**src/rtl/button_debounce_pulse_pkg.sv**
```systemverilog
// Shared constants for the front-panel button debouncer: FSM state encoding and
// a small elaboration-time helper for checking the counter width.
package btn_pkg;

  localparam int STATE_W = 2;

  localparam logic [STATE_W-1:0] ST_IDLE         = 2'd0;
  localparam logic [STATE_W-1:0] ST_PRESS_WAIT   = 2'd1;
  localparam logic [STATE_W-1:0] ST_PRESSED      = 2'd2;
  localparam logic [STATE_W-1:0] ST_RELEASE_WAIT = 2'd3;

  function automatic int btn_max(input int a, input int b);
    return (a > b) ? a : b;
  endfunction

endpackage

```
**src/rtl/button_debounce_pulse_if.sv**
```systemverilog
// Button-side signal bundle: raw level in, toggle pulse and debounced level out,
// plus the FSM state for observation.
interface button_debounce_pulse_if;

  // Level-based, no handshake: Btn_Async may change at any time, and Pulse and
  // Stable are registered on the Clk posedge.
  logic                       Btn_Async;
  logic                       Pulse;
  logic                       Stable;
  logic [btn_pkg::STATE_W-1:0] dbg_state;

  modport master (output Btn_Async, input Pulse, input Stable, input dbg_state);
  modport slave  (input Btn_Async, output Pulse, output Stable, output dbg_state);

endinterface

```
**src/rtl/button_debounce_pulse_sync_2ff.sv**
```systemverilog
// Two-flop synchronizer for asynchronous board inputs; Q is the second stage.
module sync_2ff (
  input  logic Clk,
  input  logic Reset,
  input  logic D,
  output logic Q
);

  logic meta;

  always_ff @(posedge Clk) begin
    if (Reset) begin
      meta <= 1'b0;
      Q    <= 1'b0;
    end else begin
      meta <= D;
      Q    <= meta;
    end
  end

endmodule

```
**src/rtl/button_debounce_pulse.sv**
```systemverilog
// Debounces one push-button and emits a one-cycle toggle request per accepted press.
// Define BTN_AUTO_REPEAT_EN to add a periodic repeat Pulse while the button is held.
module button_debounce_pulse
  import btn_pkg::*;
#(
  parameter int DEBOUNCE_CYCLES = 16,
  parameter int CNT_W           = 5,
  parameter int REPEAT_CYCLES   = 24
) (
  input  logic                    Clk,
  input  logic                    Reset,
  button_debounce_pulse_if.slave  bus
);

  if (DEBOUNCE_CYCLES < 2 ||
      (2 ** CNT_W) < btn_max(DEBOUNCE_CYCLES, REPEAT_CYCLES)) begin : g_bad_cfg
    $error("button_debounce_pulse: DEBOUNCE_CYCLES/CNT_W/REPEAT_CYCLES inconsistent");
  end

  localparam logic [CNT_W-1:0] CNT_LAST = CNT_W'(DEBOUNCE_CYCLES - 1);
  localparam logic [CNT_W-1:0] CNT_ONE  = CNT_W'(1);

  logic               sync_in;
  logic [STATE_W-1:0] state, state_nxt;
  logic [CNT_W-1:0]   cnt, cnt_nxt;
  logic               pulse_q, pulse_nxt;
  logic               stable_q, stable_nxt;

`ifdef BTN_AUTO_REPEAT_EN
  localparam logic [CNT_W-1:0] RPT_LAST = CNT_W'(REPEAT_CYCLES - 1);
  logic [CNT_W-1:0] rcnt, rcnt_nxt;
`endif

  sync_2ff u_sync (
    .Clk   (Clk),
    .Reset (Reset),
    .D     (bus.Btn_Async),
    .Q     (sync_in)
  );

  // The counter is cleared on every state entry, so it tops out at CNT_LAST.
  always_comb begin
    state_nxt  = state;
    cnt_nxt    = cnt;
    pulse_nxt  = 1'b0;
    stable_nxt = stable_q;
`ifdef BTN_AUTO_REPEAT_EN
    rcnt_nxt   = rcnt;
`endif
    case (state)
      ST_IDLE: begin
        if (sync_in) begin
          state_nxt = ST_PRESS_WAIT;
          cnt_nxt   = '0;
        end
      end
      ST_PRESS_WAIT: begin
        if (!sync_in) begin
          state_nxt = ST_IDLE;
          cnt_nxt   = '0;
        end else if (cnt == CNT_LAST) begin
          state_nxt  = ST_PRESSED;
          cnt_nxt    = '0;
          pulse_nxt  = 1'b1;
          stable_nxt = 1'b1;
`ifdef BTN_AUTO_REPEAT_EN
          rcnt_nxt   = '0;
`endif
        end else begin
          cnt_nxt = cnt + CNT_ONE;
        end
      end
      ST_PRESSED: begin
        if (!sync_in) begin
          state_nxt = ST_RELEASE_WAIT;
          cnt_nxt   = '0;
`ifdef BTN_AUTO_REPEAT_EN
          rcnt_nxt  = '0;
`endif
        end else begin
`ifdef BTN_AUTO_REPEAT_EN
          if (rcnt == RPT_LAST) begin
            pulse_nxt = 1'b1;
            rcnt_nxt  = '0;
          end else begin
            rcnt_nxt = rcnt + CNT_ONE;
          end
`endif
        end
      end
      ST_RELEASE_WAIT: begin
        // A press seen here is release bounce (or a button held through reset):
        // return to PRESSED silently.
        if (sync_in) begin
          state_nxt  = ST_PRESSED;
          cnt_nxt    = '0;
          stable_nxt = 1'b1;
`ifdef BTN_AUTO_REPEAT_EN
          rcnt_nxt   = '0;
`endif
        end else if (cnt == CNT_LAST) begin
          state_nxt  = ST_IDLE;
          cnt_nxt    = '0;
          stable_nxt = 1'b0;
        end else begin
          cnt_nxt = cnt + CNT_ONE;
        end
      end
      default: begin
        state_nxt = ST_IDLE;
        cnt_nxt   = '0;
      end
    endcase
  end

  always_ff @(posedge Clk) begin
    if (Reset) begin
      state    <= ST_RELEASE_WAIT;
      cnt      <= '0;
      pulse_q  <= 1'b0;
      stable_q <= 1'b0;
    end else begin
      state    <= state_nxt;
      cnt      <= cnt_nxt;
      pulse_q  <= pulse_nxt;
      stable_q <= stable_nxt;
    end
  end

`ifdef BTN_AUTO_REPEAT_EN
  always_ff @(posedge Clk) begin
    if (Reset) begin
      rcnt <= '0;
    end else begin
      rcnt <= rcnt_nxt;
    end
  end
`endif

  assign bus.Pulse     = pulse_q;
  assign bus.Stable    = stable_q;
  assign bus.dbg_state = state;

endmodule

```
**src/flat_wrapper.sv**
```systemverilog
// flat-port wrapper written by rule: the top's interface ports become plain ports
module button_debounce_pulse_flat import btn_pkg::*;
#(
  parameter int DEBOUNCE_CYCLES = 16,
  parameter int CNT_W           = 5,
  parameter int REPEAT_CYCLES   = 24
)
  (Clk, Reset, bus_Btn_Async, bus_Pulse, bus_Stable, bus_dbg_state);
  button_debounce_pulse_if bus_i ();
  input  logic Clk;
  input  logic Reset;
  input wire logic [$bits(bus_i.Btn_Async)-1:0] bus_Btn_Async;
  output wire logic [$bits(bus_i.Pulse)-1:0] bus_Pulse;
  output wire logic [$bits(bus_i.Stable)-1:0] bus_Stable;
  output wire logic [$bits(bus_i.dbg_state)-1:0] bus_dbg_state;
  assign bus_i.Btn_Async = bus_Btn_Async;
  assign bus_Pulse = bus_i.Pulse;
  assign bus_Stable = bus_i.Stable;
  assign bus_dbg_state = bus_i.dbg_state;
  button_debounce_pulse #(.DEBOUNCE_CYCLES(DEBOUNCE_CYCLES), .CNT_W(CNT_W), .REPEAT_CYCLES(REPEAT_CYCLES)) u_core (.Clk(Clk), .Reset(Reset), .bus(bus_i));
endmodule
```
**config.mk**
```make
export PLATFORM = sky130hd
export DESIGN_NAME = button_debounce_pulse_flat
export DESIGN_NICKNAME = d
export VERILOG_FILES = /design/src/rtl/button_debounce_pulse_pkg.sv /design/src/rtl/button_debounce_pulse_if.sv /design/src/rtl/button_debounce_pulse_sync_2ff.sv /design/src/rtl/button_debounce_pulse.sv /design/src/flat_wrapper.sv
export SDC_FILE = /design/constraint.sdc
export NUM_CORES = 1
export LEC_CHECK = 0
export ABC_AREA = 1
export CAP_MARGIN = 0
export CORE_AREA = 2 2 39 41
export CTS_CLUSTER_SIZE = 30
export DETAILED_ROUTE_END_ITERATION = 12
export DIE_AREA = 0 0 41 43
export GPL_ROUTABILITY_DRIVEN = 0
export SLEW_MARGIN = 5
export SYNTH_ARGS = -nofsm -noshare
export SYNTH_HDL_FRONTEND = slang
export SYNTH_SLANG_ARGS = --single-unit
export TNS_END_PERCENT = 10
```
**constraint.sdc**
```tcl
create_clock -name Clk -period 3.4 [get_ports Clk]
set_clock_uncertainty 0.15 [all_clocks]
set_input_delay 0.34 -clock Clk [delete_from_list [all_inputs] [get_ports Clk]]
set_output_delay 0.34 -clock Clk [all_outputs]
set_load 0.02 [all_outputs]
```
==> impl_metrics.csv <==
group,metric,value,unit
die,dieWidth,41,microns
die,die-area,1760,sq um
routing,final_antenna_net_count,0,
job,drv_cap,0,
grt,antenna_found_initial,0,
cells_and_area,regArea,220,sq um
grt,grt_pass1_wl,1.55,mm
clock_network,cts_sinks,11,
cells_and_area,syn2layout_area_growth,22.0,%
die,start_util,0.350,
place,io_buffers,6,
power_and_ir_drop,netSwitchingPower,89.6,uW
timing,period_needed,1.80,ns
routing,routed_via_density,4.49,
power_and_ir_drop,p_leak,0.000289,uW
power_and_ir_drop,swShare,0.303,
setup_path,worstPathCellList,"clkdlybuf4s50_1",
timing,finalCritPeriodShare,0.528,
timing,hold_violations,0,
power_and_ir_drop,pwr-share-seq,0.506,
clock_network,clk_latency,0.27,ns
yosys,synthDominantCellAreaShare,0.455,
yosys,synth_cell_type_count,14,
timing,rsz0062_at_grt,"false",
clock_network,cts_max_level,1,
clock_network,clockRootBuffer,"clkbuf_4",
grt,grt_pass1_vias,363,
grt,track_usage,0.137,
timing,finalSetupViolations,0,
die,rows,14,
routing,routed_wl,915,microns
setup_path,crit_family,"buffers and inverters",
worst_hold_path,hp-class,"reg2reg",
clock_network,post_cts_buffers,0,
setup_path,crit_slowest_cell,"clkdlybuf4s50_1",
setup_path,setup.worst_path.class,"reg2out",
power_and_ir_drop,p_int,206,uW
yosys,synth_edf_count,0,
clock_network,cts.path.max_buffers,2,
setup_path,worstPathMaxFanout,6,
routing,drtPass1Iterations,4,
yosys,syn-instance-count,70,
yosys,ys_warn_count,0,
cells_and_area,post_route_cells_drive_above_1_share,0.0875,
cells_and_area,fillers,154,
status,status,"completed",
yosys,synthTopCellsByArea,"dfxtp_1 (45%), nand2_1 (17%), inv_1 (7.8%)",
timing,fmax,0.557,GHz
setup_path,critical_path_arrival,1.31,ns
yosys,synth_top_flop_cell,"dfxtp_1",
setup_path,cp-end-kind,"primary output",
yosys,synth_top_area_cell,"dfxtp_1",
die,io_pins,7,
timing,tightestPinTransition,0.265,ns
setup_path,cp-start-kind,"flip-flop",
setup_path,cpPeakStageDelay,0.63,ns
yosys,seq_area_frac_synth,0.455,
yosys,synth_nets,74,
place,place_hpwl,699,microns
yosys,synthTopCellsByCount,"nand2_1 (22), dfxtp_1 (11), inv_1 (10)",
clock_network,numCtsBuffers,3,
yosys,yosysMostFrequentCell,"nand2_1",
yosys,netlist_area,484,sq um
cells_and_area,antenna_cells,0,
clock_network,cts_tree,"done",
die,die_y,43,microns
setup_path,crit_buf_inv,1,
setup_path,crit_required,2.91,ns
cells_and_area,multiInputGateArea,223,sq um
routing,wl_per_cell,9.53,microns
yosys,async_reset_ff_frac,0,
die,core_area,1380,sq um
yosys,synth_area_per_cell,6.92,sq um
grt,overflow,0,
yosys,ys_seq_elements,11,
timing,slew_headroom,0.823,
power_and_ir_drop,power_frac_comb,0.178,
power_and_ir_drop,pwr-share-clk,0.316,
power_and_ir_drop,peakVddDrop,0.000263,V
power_and_ir_drop,pwr_density_cell,500,nW/um^2
clock_network,cts_resized,0,
grt,grt_max_degree,8,
routing,drc,0,
routing,drt_iter0_markers,6,
clock_network,ctsHoldBuffers,0,
cells_and_area,fin_nets,85,
routing,vias,431,
cells_and_area,fin_util,0.427,
clock_network,clkTransAtPathRegs,0.07,ns
timing,fin_setup_tns,0,ns
timing,slew_viol_final,0,
==> final cells by class <==
type	instances	share of cell area
multi-input cells	48	0.377
flip-flops and latches	11	0.373
repair buffers	6	0.102
inverters	11	0.0699
clock buffers	4	0.0445
well taps	16	0.0339
==> worst min-delay path, cell delays in order (launching register included) <==
cell and delay [ns]:
dfxtp_1 0.30, inv_1 0.04, nor2_1 0.03
==> sequential cells by signal, indices dropped and copies added (netlist names), named ones only <==
register              cells
u_core.cnt                5
u_core.u_sync.meta        1
u_core.bus.Stable         1
u_core.u_sync.Q           1
u_core.bus.dbg_state      1
u_core.bus.Pulse          1
==> cell usage in the layout (no fill, tap or decap), types with 2 or more instances in the layout <==
master | netlist | routed
inv_1 | 10 | 10
clkdlybuf4s50_1 | 0 | 6
dfxtp_1 | 11 | 11
nand2_2 | 2 | 2
nand3_1 | 3 | 3
clkbuf_4 | 0 | 3
nand2_1 | 22 | 22
nor2_1 | 7 | 7
nand4_1 | 3 | 3
a21oi_1 | 6 | 6
==> cell families (layout without fill, tap and decap cells) <==
group | after synthesis | after routing | synth area share
AND/OR/NAND/NOR | 38 | 38 | 0.333
flip-flops | 11 | 11 | 0.455
buffers and inverters | 11 | 21 | 0.0853
AO/OA/AOI/OAI | 9 | 9 | 0.101
adder cells (fa/ha/maj) | 1 | 1 | 0.0258
==> power groups by stage <==
| stage | sequential, uW | combinational [uW] | clock, uW |
|---|---|---|---|
| floorplan | 155 | 31.1 | 0 |
| global placement | 153 | 52.5 | 0 |
| detailed placement | 153 | 53.0 | 0 |
| CTS | 149 | 53.3 | 95.1 |
| global route | 151 | 60.1 | 99.9 |
| finish | 149 | 52.5 | 93.4 |
==> per-stage QoR <==
stage / instances / total power [uW] / hold WS, ns / instance area (sq um) / worst slack (ns)
after floorplan: 70 / 186 / 0.238 / 484 / 2.13
after global placement: 92 / 205 / 0.246 / 564 / 1.88
after detailed placement: 92 / 206 / 0.248 / 564 / 1.85
after CTS: 96 / 298 / 0.259 / 591 / 1.59
after global routing: 96 / 311 / 0.281 / 591 / 1.52
final: 96 / 295 / 0.262 / 591 / 1.60
==> worst paths after layout <==
check | from | to | slack (ns) | depth (start not counted)
hold / removal | u_core.u_sync.meta | u_core.u_sync.Q | 0.26 | 2
setup reg to reg | u_core.cnt[0] | u_core.cnt[0] | 1.97 | 6
setup / recovery | u_core.bus.dbg_state[0] | bus_dbg_state[0] | 1.60 | 1
hold reg to reg | u_core.u_sync.meta | u_core.u_sync.Q | 0.26 | 2
==> layer usage <==
layer / global-route usage / vias up / share of wire
met3: 0.0314 / 2 / 0.027
li1: - / 241 / -
met4: 0.120 / 0 / 0.021
met5: 0 / - / 0
met1: 0.199 / 183 / 0.51
met2: 0.159 / 5 / 0.44
Power figures use the tool's default switching activity.
